[config.mk]
export PLATFORM = sky130hd
export DESIGN_NAME = led_pattern_arbiter
export DESIGN_NICKNAME = d
export VERILOG_FILES = /design/src/rtl/led_pattern_arbiter.sv
export SDC_FILE = /design/constraint.sdc
export NUM_CORES = 1
export LEC_CHECK = 0
export ABC_AREA = 0
export BUFFER_PORTS_ARGS = -buffer_cell sky130_fd_sc_hd__buf_2
export CAP_MARGIN = 20
export CORE_MARGIN = 2
export CORE_UTILIZATION = 36
export CTS_CLUSTER_DIAMETER = 200
export DETAILED_ROUTE_END_ITERATION = 8
export HOLD_SLACK_MARGIN = 0.02
export PLACE_DENSITY = 0.68
export RECOVER_POWER = 100
export SLEW_MARGIN = 40
export SYNTH_ARGS = -nofsm -noshare
export SYNTH_HDL_FRONTEND = slang
export SYNTH_SLANG_ARGS = --single-unit
[constraint.sdc]
create_clock -name CLK -period 5.28 [get_ports CLK]
set_input_delay 0.264 -clock CLK [delete_from_list [all_inputs] [get_ports CLK]]
set_output_delay 0.264 -clock CLK [all_outputs]
set_load 0.1 [all_outputs]
[src/rtl/led_pattern_arbiter.sv]
// Round-robin arbiter that shares one LED (mirrored on PIN_1) between NUM_REQ pattern sources.
// The winner's captured pattern is played LSB-first, one bit per TICK_DIV clocks, then a dark gap.
module led_pattern_arbiter #(
    parameter int unsigned NUM_REQ   = 4,
    parameter int unsigned PATTERN_W = 32,
    parameter int unsigned TICK_DIV  = 2097152,
    parameter int unsigned GAP_TICKS = 2,
    localparam int unsigned LW       = $clog2(PATTERN_W)
) (
    input  logic                         CLK,
    input  logic                         RESET_N,
    input  logic [NUM_REQ-1:0]           REQ,
    input  logic [NUM_REQ*PATTERN_W-1:0] REQ_PATTERN,
    input  logic [NUM_REQ*LW-1:0]        REQ_LEN,
    input  logic                         ABORT,
    output logic [NUM_REQ-1:0]           GRANT,
    output logic [NUM_REQ-1:0]           DONE,
    output logic                         BUSY,
    output logic                         LED,
    output logic                         PIN_1
);

    localparam int unsigned TW = $clog2(TICK_DIV);
    localparam int unsigned PW = (NUM_REQ > 1) ? $clog2(NUM_REQ) : 1;
    localparam int unsigned GW = (GAP_TICKS > 1) ? $clog2(GAP_TICKS) : 1;
    localparam logic [TW-1:0] TickLast = TW'(TICK_DIV - 1);
    localparam logic [GW-1:0] GapLast  = GW'((GAP_TICKS > 0) ? GAP_TICKS - 1 : 0);

    typedef enum logic [1:0] {StIdle, StPlay, StGap} state_e;

    state_e                 state_q, state_d;
    logic [PW-1:0]          rr_q, rr_d;
    logic [PW-1:0]          win_q, win_d;
    logic [PATTERN_W-1:0]   pat_q, pat_d;
    logic [LW-1:0]          len_q, len_d;
    logic [TW-1:0]          tick_q, tick_d;
    logic [LW-1:0]          bit_q, bit_d;
    logic [GW-1:0]          gap_q, gap_d;
    logic [NUM_REQ-1:0]     grant_q, grant_d;
    logic [NUM_REQ-1:0]     done_q, done_d;
    logic                   busy_q, busy_d;
    logic                   led_q, led_d;

    logic                   found;
    logic [PW-1:0]          pick;
    logic [PW-1:0]          cand;
    logic [PATTERN_W-1:0]   pat_sel;
    logic [LW-1:0]          len_sel;
    logic [LW-1:0]          bit_nxt;

    // First pending requester at or after rr_q, wrapping modulo NUM_REQ.
    always_comb begin
        found = 1'b0;
        pick  = '0;
        cand  = '0;
        for (int unsigned i = 0; i < NUM_REQ; i++) begin
            cand = PW'((32'(rr_q) + i) % NUM_REQ);
            if (!found && REQ[cand]) begin
                found = 1'b1;
                pick  = cand;
            end
        end
        pat_sel = REQ_PATTERN[32'(pick) * PATTERN_W +: PATTERN_W];
        len_sel = REQ_LEN[32'(pick) * LW +: LW];
    end

    assign bit_nxt = bit_q + 1'b1;

    always_comb begin
        state_d = state_q;
        rr_d    = rr_q;
        win_d   = win_q;
        pat_d   = pat_q;
        len_d   = len_q;
        tick_d  = tick_q;
        bit_d   = bit_q;
        gap_d   = gap_q;
        grant_d = grant_q;
        done_d  = '0;
        led_d   = led_q;

        unique case (state_q)
            StIdle: begin
                led_d   = 1'b0;
                grant_d = '0;
                if (found) begin
                    state_d       = StPlay;
                    win_d         = pick;
                    rr_d          = (pick == PW'(NUM_REQ - 1)) ? '0 : pick + 1'b1;
                    pat_d         = pat_sel;
                    len_d         = len_sel;
                    tick_d        = '0;
                    bit_d         = '0;
                    grant_d[pick] = 1'b1;
                    led_d         = pat_sel[0];
                end
            end
            StPlay: begin
                if (ABORT) begin
                    state_d = StIdle;
                    grant_d = '0;
                    led_d   = 1'b0;
                    tick_d  = '0;
                    bit_d   = '0;
                end else if (tick_q == TickLast) begin
                    tick_d = '0;
                    if (bit_q == len_q) begin
                        grant_d       = '0;
                        led_d         = 1'b0;
                        done_d[win_q] = 1'b1;
                        bit_d         = '0;
                        gap_d         = '0;
                        state_d       = (GAP_TICKS > 0) ? StGap : StIdle;
                    end else begin
                        bit_d = bit_nxt;
                        led_d = pat_q[bit_nxt];
                    end
                end else begin
                    tick_d = tick_q + 1'b1;
                end
            end
            StGap: begin
                led_d   = 1'b0;
                grant_d = '0;
                if (ABORT) begin
                    state_d = StIdle;
                    tick_d  = '0;
                    gap_d   = '0;
                end else if (tick_q == TickLast) begin
                    tick_d = '0;
                    if (gap_q == GapLast) begin
                        state_d = StIdle;
                        gap_d   = '0;
                    end else begin
                        gap_d = gap_q + 1'b1;
                    end
                end else begin
                    tick_d = tick_q + 1'b1;
                end
            end
            default: begin
                state_d = StIdle;
                grant_d = '0;
                led_d   = 1'b0;
            end
        endcase

        busy_d = (state_d != StIdle);
    end

    always_ff @(posedge CLK or negedge RESET_N) begin
        if (!RESET_N) begin
            state_q <= StIdle;
            rr_q    <= '0;
            win_q   <= '0;
            pat_q   <= '0;
            len_q   <= '0;
            tick_q  <= '0;
            bit_q   <= '0;
            gap_q   <= '0;
            grant_q <= '0;
            done_q  <= '0;
            busy_q  <= 1'b0;
            led_q   <= 1'b0;
        end else begin
            state_q <= state_d;
            rr_q    <= rr_d;
            win_q   <= win_d;
            pat_q   <= pat_d;
            len_q   <= len_d;
            tick_q  <= tick_d;
            bit_q   <= bit_d;
            gap_q   <= gap_d;
            grant_q <= grant_d;
            done_q  <= done_d;
            busy_q  <= busy_d;
            led_q   <= led_d;
        end
    end

    assign GRANT = grant_q;
    assign DONE  = done_q;
    assign BUSY  = busy_q;
    assign LED   = led_q;
    assign PIN_1 = led_q;

endmodule

[Word-level counts from Yosys, hierarchy flattened]
Index checks and enable logic that the tools add are counted.
Widths: inputs -> output; s select.
Cells by class
  add/subtract/negate cells: 7
  multiply operators: 1
  $lt $le $gt $ge: 9
  equality and inequality tests: 12
  shifts and indexed selects: 2
  muxes and demuxes: 61
  reduce and logical (&&, ||, !) cells: 19
Operators with widths (number)
  $shiftx 128x8->32: 1
  $mux 21: 3
  $pmux 21 s2: 1
  $mux 4: 8
  $mux 2: 12
  $add 21x1->21 const B: 1
  $eq 21x21->1 const B: 1
  $mux 1: 21
  $mux 5: 4
  $shiftx 20x6->5: 1
  $lt 2x3->1 const B: 6
  $pmux 5 s2: 1
  $ne 3x3->1 const B: 3
  $bmux 1 s2: 4
  $ne 2x2->1 const B: 4
  $pmux 4 s2: 1
  $reduce_bool 2->1: 4
  $lt 5x6->1 const B: 1
  $pmux 2 s3: 1
  $reduce_and 2->1: 3
  $add 5x1->5 const B: 1
  $bmux 1 s5: 1
  $eq 5x5->1: 1
  $logic_and 1x1->1: 5
  14 further kinds: 22
Storage, ports and cells
  register bits: 80
  input bits: 155
  output and inout bits: 11
  word-level logic and storage cells: 123

[Depth between registers and ports, before layout]
  depth in word-level cells: 18
  mapped depth: 9
  gate-level depth less buffers: 8

[Least setup slack after synthesis]
OpenSTA, ideal clock, no wires.
  path kind: reg2reg
  start point: register state_q[0]
  end point: register tick_q[17]
  setup time: 0.132 ns
  arrival: 1.909 ns
  data required time: 5.148 ns
  slack: 3.239 ns
  stages on the path, launching flop included: 10
  buffers on the path: 2
  cell sequence: dfrtp_1 inv_1 ha_1 clkbuf_1 a2111oi_2 and4_1 buf_2 nand4_1 xor2_1 nor2_1
Between the ends
  longest elaborated chain between the ends: 4
  elaborated cells on any way between the ends: 8
  those cells by class: 3 x eq/ne; 1 x mux; 4 x reduce/logical
RTL lines
  from (decl): RTL line 31  | state_e state_q, state_d;
  from (signal assigned): RTL line 153  | state_q <= StIdle;
  from (signal assigned): RTL line 166  | state_q <= state_d;
  $eq 2x2->1 or $eq 2x1->1 (tied branches): RTL line 82  | unique case (state_q)
  $reduce_or 2->1 (no source line)
  $reduce_bool 2->1 (no source line)
  $reduce_and 2->1 (no source line)
  to (signal assigned): RTL line 171  | tick_q <= tick_d;
  to (decl): RTL line 36  | logic [TW-1:0] tick_q, tick_d;
Parallel ways exist; a longest one is shown, timed or not.
A chain may end at the register's enable or synchronous reset.

[Final worst setup path]
  start point: register rr_q[1]
  end point: register pat_q[16]
Between the ends
  longest elaborated chain between the ends: 13
  elaborated cells on any way between the ends: 27
  those cells by class: 3 x add/sub; 1 x shift; 16 x mux; 7 x reduce/logical
RTL lines
  from (decl): RTL line 32  | logic [PW-1:0] rr_q, rr_d;
  from (signal assigned): RTL line 167  | rr_q <= rr_d;
  parallel branches: the longest is 13 deep, another holds $add 2x1->2
  to (signal assigned): RTL line 169  | pat_q <= pat_d;
  to (decl): RTL line 34  | logic [PATTERN_W-1:0] pat_q, pat_d;
Parallel ways; which one is timed is not known. The select of a mux whose other input is x is not followed.

==> flow_summary.json <==
{
  "grt_max_degree": 81,
  "r2r_setup_slack_ns": 1.77,
  "worstSetupEndpointType": "register",
  "slew_violations": 122,
  "wire_per_inst_um": 13.85,
  "io_pins": 166,
  "ctsResizeCount": 0,
  "p_int_w": 0.001784,
  "start_kind": "register",
  "tightest_slew_ns": 2.517,
  "yosys-top-cells-count": "dfrtp_1 (80), mux2i_1 (77), nand2_1 (76)",
  "status": "finished, violations left",
  "cts_tree": "built",
  "min_path_cells": 2,
  "dpl.hpwl_um": 8821,
  "synth-edff-count": 0,
  "ys_async_sr_fraction": 1.000,
  "fillers": 1463,
  "antenna_found_initial": 0,
  "num_rows": 44,
  "cts_buffer_depth": 2,
  "crit_fanout": 76,
  "synth_cell_types": 58,
  "clockRootBuffer": "clkbuf_16",
  "vias": 4420,
  "grt_pass1_vias": 4211,
  "min-delay-start": "ABORT",
  "routed_wl_um": 12120,
  "cts.sinks": 80,
  "power.switching_w": 0.001224,
  "port_buffers": 165,
  "synth_area_per_cell_um2": 9.886,
  "drive_gt1_frac": 0.3198,
  "nets": 851,
  "synth_top_area_cell": "dfrtp_1",
  "total_leakage_power_nw": 3.202,
  "max_slew_margin": -0.6777,
  "final_hold_viol_count": 0,
  "syn_nets": 702,
  "synth_top_area_share": 0.3771,
  "fin_tns_setup_ns": 0,
  "finalCriticalPeriod_ns": 3.512,
  "viasPerCell": 5.051,
  "hold_end": "gap_q",
  "clock_latency_ns": 0.34,
  "yosysMostFrequentCell": "dfrtp_1",
  "drt_pass1_iterations": 4,
  "placed_area_um2": 6231,
  "worst-r2r-cell-count": 7,
  "synth-seq-cells": 80,
  "drc": 0,
  "place.gp.congestion": 0.7865,
  "yosysWarnings": 0,
  "clock.fmax_mhz": 284.7,
  "rsz0062_at_grt": "no",
  "pre_cts_ws_ns": 2.756,
  "grt_pass1_wl_um": 20250,
  "period_share": 0.6652,
  "start_util": 0.3667,
  "postRouteAntennaNets": 0,
  "area_growth_pct": 21.92,
  "cts_buffers": 9,
  "cp_data_required_time_ns": 5.54,
  "synth_cells": 537,
  "post-route-cell-area_um2": 6472,
  "p_per_area_nw_per_um2": 464.6,
  "layout.cells.non_filler": 875,
  "seq_power_share": 0.315,
  "path_class": "register to register",
  "gr-usage-all-layers": 0.1561,
  "die_w_um": 125.4,
  "overflow": 0,
  "dieArea_um2": 15730,
  "fp.dieH_um": 125.4,
  "dp.cells": 857,
  "setup_viol": 0,
  "synthFlopType": "dfrtp_1",
  "p_sw_frac": 0.4069,
  "totalPowerFinal_w": 0.003007,
  "skew_ns": 0.008548,
  "worstReg2RegStart": "rr_q[1]",
  "comb_power_share": 0.483,
  "syn_area_um2": 5309,
  "first_iter_violations": 222,
  "core_area_um2": 14480,
  "critical_path_arrival_ns": 3.77,
  "r2r_end": "pat_q[16]",
  "max_cap_viol_count": 2,
  "cts_max_level": 3,
  "hold_path.class": "input pin to register",
  "pwr-share-clk": 0.201,
  "finalWorstSetupSlack_ns": 1.768,
  "ir_drop_v": 0.0002453,
  "clkSlewWorstSetupHoldPaths_ns": 0.06,
  "yosysSeqAreaShare": 0.3771,
  "violations": "max-capacitance violations, max-slew violations",
  "synth_area_leaders": "dfrtp_1 (38%), mux2i_1 (15%), mux2_2 (7.6%)",
  "antenna_cells": 0
}
-- per-layer routing --
| layer | up-vias | share of wire | track usage |
|---|---|---|---|
| met3 | 8 | 0.048 | 0.03594 |
| met5 | - | 0 | 0 |
| li1 | 2233 | - | - |
| met1 | 2044 | 0.46 | 0.2114 |
| met2 | 135 | 0.48 | 0.2576 |
| met4 | 0 | 0.0059 | 0.03072 |
-- through the flow --
step | hold slack (ns) | utilization
2_1_floorplan | -0.03159 | -
3_3_place_gp | 0.4613 | 0.4296
3_5_place_dp | 0.3637 | 0.4303
4_1_cts | 0.2126 | 0.4508
5_1_grt | 0.2397 | 0.4470
6_report | 0.2339 | 0.4470
-- placed cells by master, fill, tap and decap left out, drive strengths merged, types with 2 or more instances in the layout --
| master | count |
|---|---|
| a211o | 2 |
| a21oi | 11 |
| and2 | 6 |
| and3 | 7 |
| and4 | 6 |
| buf | 156 |
| clkbuf | 23 |
| dfrtp | 80 |
| ha | 10 |
| inv | 17 |
| mux2 | 36 |
| mux2i | 77 |
| mux4 | 8 |
| nand2 | 76 |
| nand2b | 4 |
| nand3 | 15 |
| nand3b | 5 |
| nand4 | 4 |
| nor2 | 20 |
| nor2b | 4 |
| nor3 | 3 |
| nor3b | 4 |
| o21a | 2 |
| o21ai | 66 |
| o22a | 2 |
| o31ai | 5 |
| o41ai | 2 |
| or2 | 2 |
| or4 | 2 |
| xnor2 | 9 |
| xor2 | 8 |
-- power by group through the flow --
| stage | clock network, W | logic (W) | registers, W |
|---|---|---|---|
| floorplan | 0 | 0.00112 | 0.00103 |
| global placement | 0 | 0.00147 | 0.000956 |
| detailed placement | 0 | 0.00149 | 0.000961 |
| CTS | 0.000616 | 0.00149 | 0.000951 |
| global route | 0.000644 | 0.00162 | 0.000976 |
| finish | 0.000605 | 0.00145 | 0.000949 |
-- critical path: stages (launching register included) --
cell and delay [ns]:
dfrtp_1 0.45, nor2_1 0.19, a21oi_1 0.18, nand2_4 0.08
clkbuf_2 1.62, mux2i_1 0.36, mux2_2 0.38, o21ai_0 0.13
-- sequential cells by signal, summed over array words and instances, names as in the netlist, 4 cells and up --
register and count:
len_q 5, pat_q 32, tick_q 21, bit_q 5, DONE 4, GRANT 4
-- kinds of logic after synthesis --
logic type | synth area share
AOI/OAI and AO/OA | 0.1148
xor gates and xnor gates | 0.02805
adders and majority gates | 0.02357
buffers and inverters | 0.04407
DFF | 0.3771
muxes | 0.2555
and+or+nand+nor | 0.1570
-- worst max path at each step --
stage / depth (start not counted) / endpoint / from
2_1_floorplan: 9 / tick_q[17] / state_q[0]
3_3_place_gp: 8 / pat_q[16] / REQ[3]
3_5_place_dp: 7 / tick_q[18] / state_q[0]
4_1_cts: 7 / tick_q[18] / state_q[0]
5_1_grt: 7 / pat_q[16] / rr_q[1]
6_report: 7 / pat_q[16] / rr_q[1]
-- final cells by class --
| cell class | instances | area (µm²) | area share |
|---|---|---|---|
| multi-input combinational | 412 | 3044 | 0.4703 |
| sequential | 80 | 2002 | 0.3093 |
| timing repair buffer | 170 | 860.8 | 0.1330 |
| clock buffer | 10 | 239.0 | 0.03692 |
| tap | 184 | 230.2 | 0.03557 |
| inverter | 13 | 48.80 | 0.007539 |
| clock inverter | 6 | 47.55 | 0.007346 |
-- timing repair --
item,in CTS,in global routing
endpoints found under the hold margin,80,0
setup buffers,0,0
hold buffers,1,0
(Power assumes the default switching activity.)
